### src/rtl/la_pkg.sv
// Shared definitions for the logic-analyzer SRAM read-back path.
// Contents: SQI command/phase constants, capture-size limit and the
// reader state enum used by la_sram_reader.
package la_pkg;

    localparam logic [7:0]  SQI_CMD_READ   = 8'h03;
    localparam logic [15:0] LA_MAX_SAMPLES = 16'hF424;
    localparam int          SQI_CMD_CLKS   = 2;
    localparam int          SQI_ADDR_CLKS  = 6;
    localparam int          SQI_DUMMY_CLKS = 2;

    typedef enum logic [2:0] {
        ST_IDLE,
        ST_CMD,
        ST_ADDR,
        ST_DUMMY,
        ST_DATA,
        ST_DONE
    } rd_state_e;

endpackage

### src/rtl/la_read_fifo.sv
// Small synchronous show-ahead FIFO for reassembled capture words.
// Ports:
//   clock, reset      - system clock, sync active-high reset
//   flush             - sync clear of all contents
//   push, push_data   - write request / data
//   pop               - read request; ignored when empty
//   data, valid       - head word (zero when empty) / non-empty flag
//   count             - current occupancy, 0..DEPTH
// DEPTH must be a power of two (>= 2) so the pointers wrap naturally.
module la_read_fifo #(
    parameter  int WIDTH = 16,
    parameter  int DEPTH = 4,
    localparam int AW    = $clog2(DEPTH),
    localparam int CW    = AW + 1
) (
    input  logic             clock,
    input  logic             reset,
    input  logic             flush,
    input  logic             push,
    input  logic [WIDTH-1:0] push_data,
    input  logic             pop,
    output logic [WIDTH-1:0] data,
    output logic             valid,
    output logic [CW-1:0]    count
);
    import la_pkg::*;

    logic [WIDTH-1:0] mem [DEPTH];
    logic [AW-1:0]    wr_ptr;
    logic [AW-1:0]    rd_ptr;
    logic             do_push;
    logic             do_pop;

    // A push into a full FIFO is allowed when the head leaves in the same cycle.
    assign do_pop  = pop && (count != '0);
    assign do_push = push && ((count != CW'(DEPTH)) || do_pop);
    assign valid   = (count != '0);
    assign data    = valid ? mem[rd_ptr] : '0;

    always_ff @(posedge clock) begin
        if (reset || flush) begin
            wr_ptr <= '0;
            rd_ptr <= '0;
            count  <= '0;
        end else begin
            if (do_push) wr_ptr <= wr_ptr + AW'(1);
            if (do_pop)  rd_ptr <= rd_ptr + AW'(1);
            case ({do_push, do_pop})
                2'b10:   count <= count + CW'(1);
                2'b01:   count <= count - CW'(1);
                default: ;
            endcase
        end
    end

    always_ff @(posedge clock) begin
        if (do_push) mem[wr_ptr] <= push_data;
    end

endmodule

### src/rtl/la_sram_reader.sv
// SQI read-back engine for the two logic-analyzer capture SRAMs.
// Issues READ (0x03) + 24-bit address + 2 dummy clocks to both chips in
// lockstep, then captures one 8-bit sample per SPI clock (chip0 = sio[3:0],
// chip1 = sio[7:4]) and queues 16-bit words for the MCU register path.
// Optional feature macro: LA_READ_PACK_EN - packs two samples per word
// (first in [7:0], second in [15:8]); otherwise each word is {8'h00, sample}.
// Ports:
//   clock, reset              - system clock, sync active-high reset
//   start, start_addr,
//   sample_count              - read request (latched in IDLE only)
//   abort                     - sync cancel, flushes partial word and FIFO
//   busy, done                - CS-active flag / one-cycle completion pulse
//   sram_clock, sram_cs       - SQI clock and active-low selects per chip
//   sio_oe, sio_out, sio_in   - SQI data pin control
//   word_data, word_valid,
//   word_ready                - show-ahead word stream to the register path
module la_sram_reader
    import la_pkg::*;
#(
    parameter int LA_WIDTH   = 8,
    parameter int LA_CHIPS   = 2,
    parameter int FIFO_DEPTH = 4
) (
    input  logic                clock,
    input  logic                reset,
    input  logic                start,
    input  logic [23:0]         start_addr,
    input  logic [15:0]         sample_count,
    input  logic                abort,
    output logic                busy,
    output logic                done,
    output logic [LA_CHIPS-1:0] sram_clock,
    output logic [LA_CHIPS-1:0] sram_cs,
    output logic                sio_oe,
    output logic [LA_WIDTH-1:0] sio_out,
    input  logic [LA_WIDTH-1:0] sio_in,
    output logic [15:0]         word_data,
    output logic                word_valid,
    input  logic                word_ready
);

    localparam int            CW        = $clog2(FIFO_DEPTH) + 1;
    localparam logic [CW-1:0] FIFO_FULL = CW'(FIFO_DEPTH);

    rd_state_e   state, state_n;
    logic        phase, phase_n;          // 0 = SPI clock low, 1 = high
    logic [2:0]  cnt, cnt_n;              // SPI clocks done in current phase
    logic [15:0] remaining, remaining_n;
    logic [23:0] addr, addr_n;
    logic [7:0]  partial, partial_n;
    logic        have_partial, have_partial_n;

    logic          push;
    logic [15:0]   push_data;
    logic [CW-1:0] fifo_count;
    logic [7:0]    sample;
    logic [3:0]    nibble;
    logic [23:0]   addr_shift;
    logic          active;

    assign sample     = sio_in[7:0];
    assign addr_shift = addr << {cnt, 2'b00};

    always_comb begin
        nibble = 4'h0;
        if (state == ST_CMD)
            nibble = (cnt == 3'd0) ? SQI_CMD_READ[7:4] : SQI_CMD_READ[3:0];
        else if (state == ST_ADDR)
            nibble = addr_shift[23:20];
    end

    assign active     = (state == ST_CMD) || (state == ST_ADDR) ||
                        (state == ST_DUMMY) || (state == ST_DATA);
    assign busy       = active;
    assign done       = (state == ST_DONE);
    assign sram_cs    = {LA_CHIPS{~active}};
    assign sram_clock = {LA_CHIPS{active & phase}};
    assign sio_oe     = (state == ST_CMD) || (state == ST_ADDR);
    assign sio_out    = {LA_CHIPS{nibble}};

    always_comb begin
        state_n        = state;
        phase_n        = phase;
        cnt_n          = cnt;
        remaining_n    = remaining;
        addr_n         = addr;
        partial_n      = partial;
        have_partial_n = have_partial;
        push           = 1'b0;
        push_data      = '0;

        case (state)
            ST_IDLE: begin
                if (start) begin
                    addr_n         = start_addr;
                    remaining_n    = sample_count;
                    cnt_n          = '0;
                    phase_n        = 1'b0;
                    have_partial_n = 1'b0;
                    state_n        = (sample_count == 16'd0) ? ST_DONE : ST_CMD;
                end
            end
            ST_CMD, ST_ADDR, ST_DUMMY: begin
                phase_n = ~phase;
                if (phase) begin
                    cnt_n = cnt + 3'd1;
                    if (state == ST_CMD && cnt == 3'(SQI_CMD_CLKS - 1)) begin
                        cnt_n   = '0;
                        state_n = ST_ADDR;
                    end else if (state == ST_ADDR && cnt == 3'(SQI_ADDR_CLKS - 1)) begin
                        cnt_n   = '0;
                        state_n = ST_DUMMY;
                    end else if (state == ST_DUMMY && cnt == 3'(SQI_DUMMY_CLKS - 1)) begin
                        cnt_n   = '0;
                        state_n = ST_DATA;
                    end
                end
            end
            ST_DATA: begin
                if (!phase) begin
                    // Only raise the clock when the resulting sample has room.
                    if (fifo_count < FIFO_FULL) phase_n = 1'b1;
                end else begin
                    phase_n     = 1'b0;
                    remaining_n = remaining - 16'd1;
`ifdef LA_READ_PACK_EN
                    if (have_partial) begin
                        push           = 1'b1;
                        push_data      = {sample, partial};
                        have_partial_n = 1'b0;
                    end else if (remaining == 16'd1) begin
                        push      = 1'b1;
                        push_data = {8'h00, sample};
                    end else begin
                        partial_n      = sample;
                        have_partial_n = 1'b1;
                    end
`else
                    push      = 1'b1;
                    push_data = {8'h00, sample};
`endif
                    if (remaining == 16'd1) state_n = ST_DONE;
                end
            end
            ST_DONE: state_n = ST_IDLE;
            default: state_n = ST_IDLE;
        endcase

        if (abort) begin
            state_n        = ST_IDLE;
            phase_n        = 1'b0;
            cnt_n          = '0;
            have_partial_n = 1'b0;
            push           = 1'b0;
        end
    end

    always_ff @(posedge clock) begin
        if (reset) begin
            state        <= ST_IDLE;
            phase        <= 1'b0;
            cnt          <= '0;
            remaining    <= '0;
            addr         <= '0;
            partial      <= '0;
            have_partial <= 1'b0;
        end else begin
            state        <= state_n;
            phase        <= phase_n;
            cnt          <= cnt_n;
            remaining    <= remaining_n;
            addr         <= addr_n;
            partial      <= partial_n;
            have_partial <= have_partial_n;
        end
    end

    la_read_fifo #(
        .WIDTH (16),
        .DEPTH (FIFO_DEPTH)
    ) u_fifo (
        .clock     (clock),
        .reset     (reset),
        .flush     (abort),
        .push      (push),
        .push_data (push_data),
        .pop       (word_ready),
        .data      (word_data),
        .valid     (word_valid),
        .count     (fifo_count)
    );

endmodule

### config.mk
export PLATFORM = sky130hd
export DESIGN_NAME = la_sram_reader
export DESIGN_NICKNAME = d
export VERILOG_FILES = /design/src/rtl/la_pkg.sv /design/src/rtl/la_read_fifo.sv /design/src/rtl/la_sram_reader.sv
export SDC_FILE = /design/constraint.sdc
export NUM_CORES = 1
export LEC_CHECK = 0
export CORE_UTILIZATION = 38
export DETAILED_ROUTE_END_ITERATION = 6
export SYNTH_ARGS = -nofsm -noshare
export SYNTH_HDL_FRONTEND = slang
export SYNTH_SLANG_ARGS = --single-unit
### constraint.sdc
create_clock -name clock -period 2.6 [get_ports clock]
set_clock_uncertainty 0.15 [all_clocks]
set_input_delay 0.39 -clock clock [delete_from_list [all_inputs] [get_ports clock]]
set_output_delay 0.39 -clock clock [all_outputs]
set_load 0.02 [all_outputs]
==> flow_summary.json <==
{
  "path_buf_inv": 4,
  "violations": "DRC",
  "fp.dieW_um": 112,
  "synthTopCellsByArea": "dfxtp_1, edfxtp_1, mux4_2, nand2_1, a21oi_1",
  "avgViaCountPerCell": 5.37,
  "die_h_um": 112,
  "ys_async_sr_fraction_pct": 0,
  "grt_first_pass_wirelength_mm": 18.2,
  "path_depth": 11,
  "synthFlopType": "dfxtp_1",
  "tns_ps": 0,
  "switching_power_mw": 0.798,
  "ctsHoldBuffers": 0,
  "worstSetupEndpointType": "register",
  "h-tree-depth": 3,
  "hp-start": "addr[19]$_SDFFE_PP0P_",
  "clock_power_share_pct": 39.8,
  "antenna_found_initial": 0,
  "cp_common_cell": "inv_1",
  "routed_wl_mm": 11.1,
  "synth_top_area_share_pct": 24.6,
  "ys_warn_count": 0,
  "preCtsSetupSlack_ps": -192,
  "status": "finished with violations",
  "synth_edf_count": 32,
  "synth-seq-cells": 88,
  "rsz0062_at_grt": "false",
  "hold_viol": 0,
  "path_cells": "clkdlybuf4s50_1 -> nor4b_1 -> buf_4 -> nor4_2 -> inv_1 -> ha_1 -> inv_1 -> fa_1 -> xor2_1 -> or3_1 -> a21oi_1",
  "syn_inst": 479,
  "finalSetupViolations": 0,
  "drtIter0Drc": 163,
  "dr.pass1.iters": 6,
  "diodes": 0,
  "fmax_ghz": 0.408,
  "clkLatencyLatePin_ps": 340,
  "drt-wirelength-per-cell_um": 15.7,
  "fin_ws_ps": 151,
  "seqPwrFrac_pct": 46.9,
  "power_density_nw_per_um2": 553,
  "start_kind": "input port",
  "synth.most_common_cell": "nand2_1",
  "clk_path_buf_depth": 2,
  "synth_cell_types": 63,
  "p_leak_nw": 2.15,
  "clk_pin_slew_ps": 60,
  "required_ps": 2710,
  "num_rows": 39,
  "path_max_fanout": 2,
  "cts_made_buffers": 9,
  "p_comb_share_pct": 13.3,
  "top_usage_layer": "met2",
  "hold_path.class": "register to register",
  "antenna_left": 0,
  "yosysSeqAreaShare_pct": 45.7,
  "crit_path_start": "word_ready",
  "grt_pass1_vias": 3705,
  "internal_power_mw": 2.41,
  "port_buffers": 76,
  "period_needed_ps": 2450,
  "whs_ps": 306,
  "worst-r2r-cell-count": 9,
  "layout-drive-gt1-share_pct": 12.8,
  "cp_top_family": "buffers and inverters",
  "use_met3_pct": 3.76,
  "initial_core_util_pct": 39.4,
  "worstHoldPathCells": 2,
  "clock_sinks": 88,
  "cts_tree": "yes",
  "hpwl_mm": 8.05,
  "ir_drop_v": 0.000302,
  "syn-cell-area_um2": 4560,
  "grt_max_degree": 29,
  "floorplan.core_area_um2": 11600,
  "worstPathArrival_ps": 2560,
  "drcViolationCount": 8,
  "die-area_um2": 12400,
  "max_stage_delay_ps": 420,
  "worst_pin_slew_ps": 562,
  "reg2reg_from": "state[0]$_SDFFE_PP0P_",
  "min_period_over_period_pct": 94.2,
  "num_io_pins": 85,
  "avgSynthCellArea_um2": 9.51,
  "syn2layout_area_growth_pct": 27.3,
  "grt-ovfl-total": 0,
  "routabilityCongestion": 0.824,
  "switching_share_pct": 24.9,
  "grt.total_usage_pct": 18.6,
  "slew_viol_final": 0,
  "timing_worst_setup_path_type": "input port to register",
  "yosysTopAreaCell": "dfxtp_1",
  "final_nets": 621,
  "relSlewSlack_pct": 62.2,
  "use_met2_pct": 31.1,
  "slowest_stage": "clkdlybuf4s50_1",
  "maxCapViolCount": 0,
  "root_buffer": "clkbuf_16",
  "grtUsageMet1_pct": 23.8,
  "num_vias": 3786,
  "ys_top_cells_by_count": "nand2_1, dfxtp_1, a21oi_1, edfxtp_1, nor2_1"
}
timing repair:
item                       4_1_cts  5_1_grt
setup buffers                    0        0
gates resized for setup         17        3
pin swaps                        0        0
setup endpoints to repair       18        3
metal layers:
layer | up-vias | share of wire, %
met5 | - | 0
met3 | 13 | 4.5
met4 | 0 | 1.2
met1 | 1822 | 47
met2 | 95 | 48
li1 | 1856 | -
sequential cells by signal (all words and copies together) (netlist names), named ones only:
register,cells
u_fifo.mem,32
addr,24
remaining,16
cnt,3
state,3
u_fifo.count,3
u_fifo.rd_ptr,2
u_fifo.wr_ptr,2
phase,1
tightest hold or removal path: stages (launching register included):
cell and delay [ps]:
dfxtp_1 310, nand2_1 50, a21oi_1 50
worst paths after layout:
kind,slack (ps),to
max,150,u_fifo.count[2]$_SDFFE_PP0P_
min,310,addr[19]$_SDFFE_PP0P_
max reg2reg,200,u_fifo.count[2]$_SDFFE_PP0P_
min reg2reg,310,addr[19]$_SDFFE_PP0P_
kinds of logic (layout without fill, tap and decap cells):
group / after synthesis / after routing / synth area share [%]
flip-flops: 88 / 88 / 45.7
AO/OA/AOI/OAI: 102 / 102 / 14.0
AND/OR/NAND/NOR: 182 / 182 / 20.7
other: 1 / 8 / 0.0823
XOR/XNOR: 8 / 8 / 1.54
adder cells (fa/ha/maj): 11 / 11 / 3.19
buffers and inverters: 67 / 143 / 6.97
multiplexers: 20 / 20 / 7.77
final cells by class:
class | count | area, µm²
clock inverter | 6 | 60.1
fill | 1083 | 5770
tap | 143 | 179
inverter | 20 | 75.1
timing repair buffer | 107 | 982
multi-input combinational | 331 | 2190
clock buffer | 10 | 229
sequential | 88 | 2080
power groups by stage:
| stage | clock network [mW] | logic, mW | registers (mW) |
|---|---|---|---|
| finish | 1.28 | 0.427 | 1.51 |
| global route | 1.36 | 0.471 | 1.51 |
| CTS | 1.30 | 0.428 | 1.50 |
| detailed placement | 0 | 0.427 | 1.53 |
| global placement | 0 | 0.420 | 1.53 |
| floorplan | 0 | 0.267 | 1.52 |
cells in the final DEF (no fill, tap or decap), drive strengths merged, types with 4 or more instances in the layout:
| cell | n |
|---|---|
| o21ai | 11 |
| nand2b | 4 |
| xnor2 | 4 |
| dlygate4sd2 | 15 |
| or4 | 5 |
| mux4 | 12 |
| dfxtp | 56 |
| nor4 | 10 |
| nor3 | 14 |
| a31oi | 7 |
| clkinv | 4 |
| or3 | 4 |
| a211oi | 6 |
| conb | 8 |
| buf | 31 |
| and2 | 16 |
| and3 | 10 |
| edfxtp | 32 |
| nand4b | 4 |
| a21o | 7 |
| inv | 21 |
| nand2 | 64 |
| mux2i | 5 |
| clkdlybuf4s50 | 58 |
| a21oi | 45 |
| xor2 | 4 |
| nand3 | 6 |
| ha | 10 |
| nor2 | 30 |
| clkbuf | 10 |
per-stage QoR:
step / cell area [µm²] / util, % / std cells / power, mW
after CTS: 5790 / 50.1 / 705 / 3.23
after global routing: 5800 / 50.1 / 705 / 3.34
after global placement: 5520 / 47.7 / 689 / 1.95
after floorplan: 4590 / - / 486 / 1.79
final: 5800 / 50.1 / 705 / 3.21
after detailed placement: 5520 / 47.7 / 689 / 1.96
No activity file was read; power rests on OpenSTA's default activity.
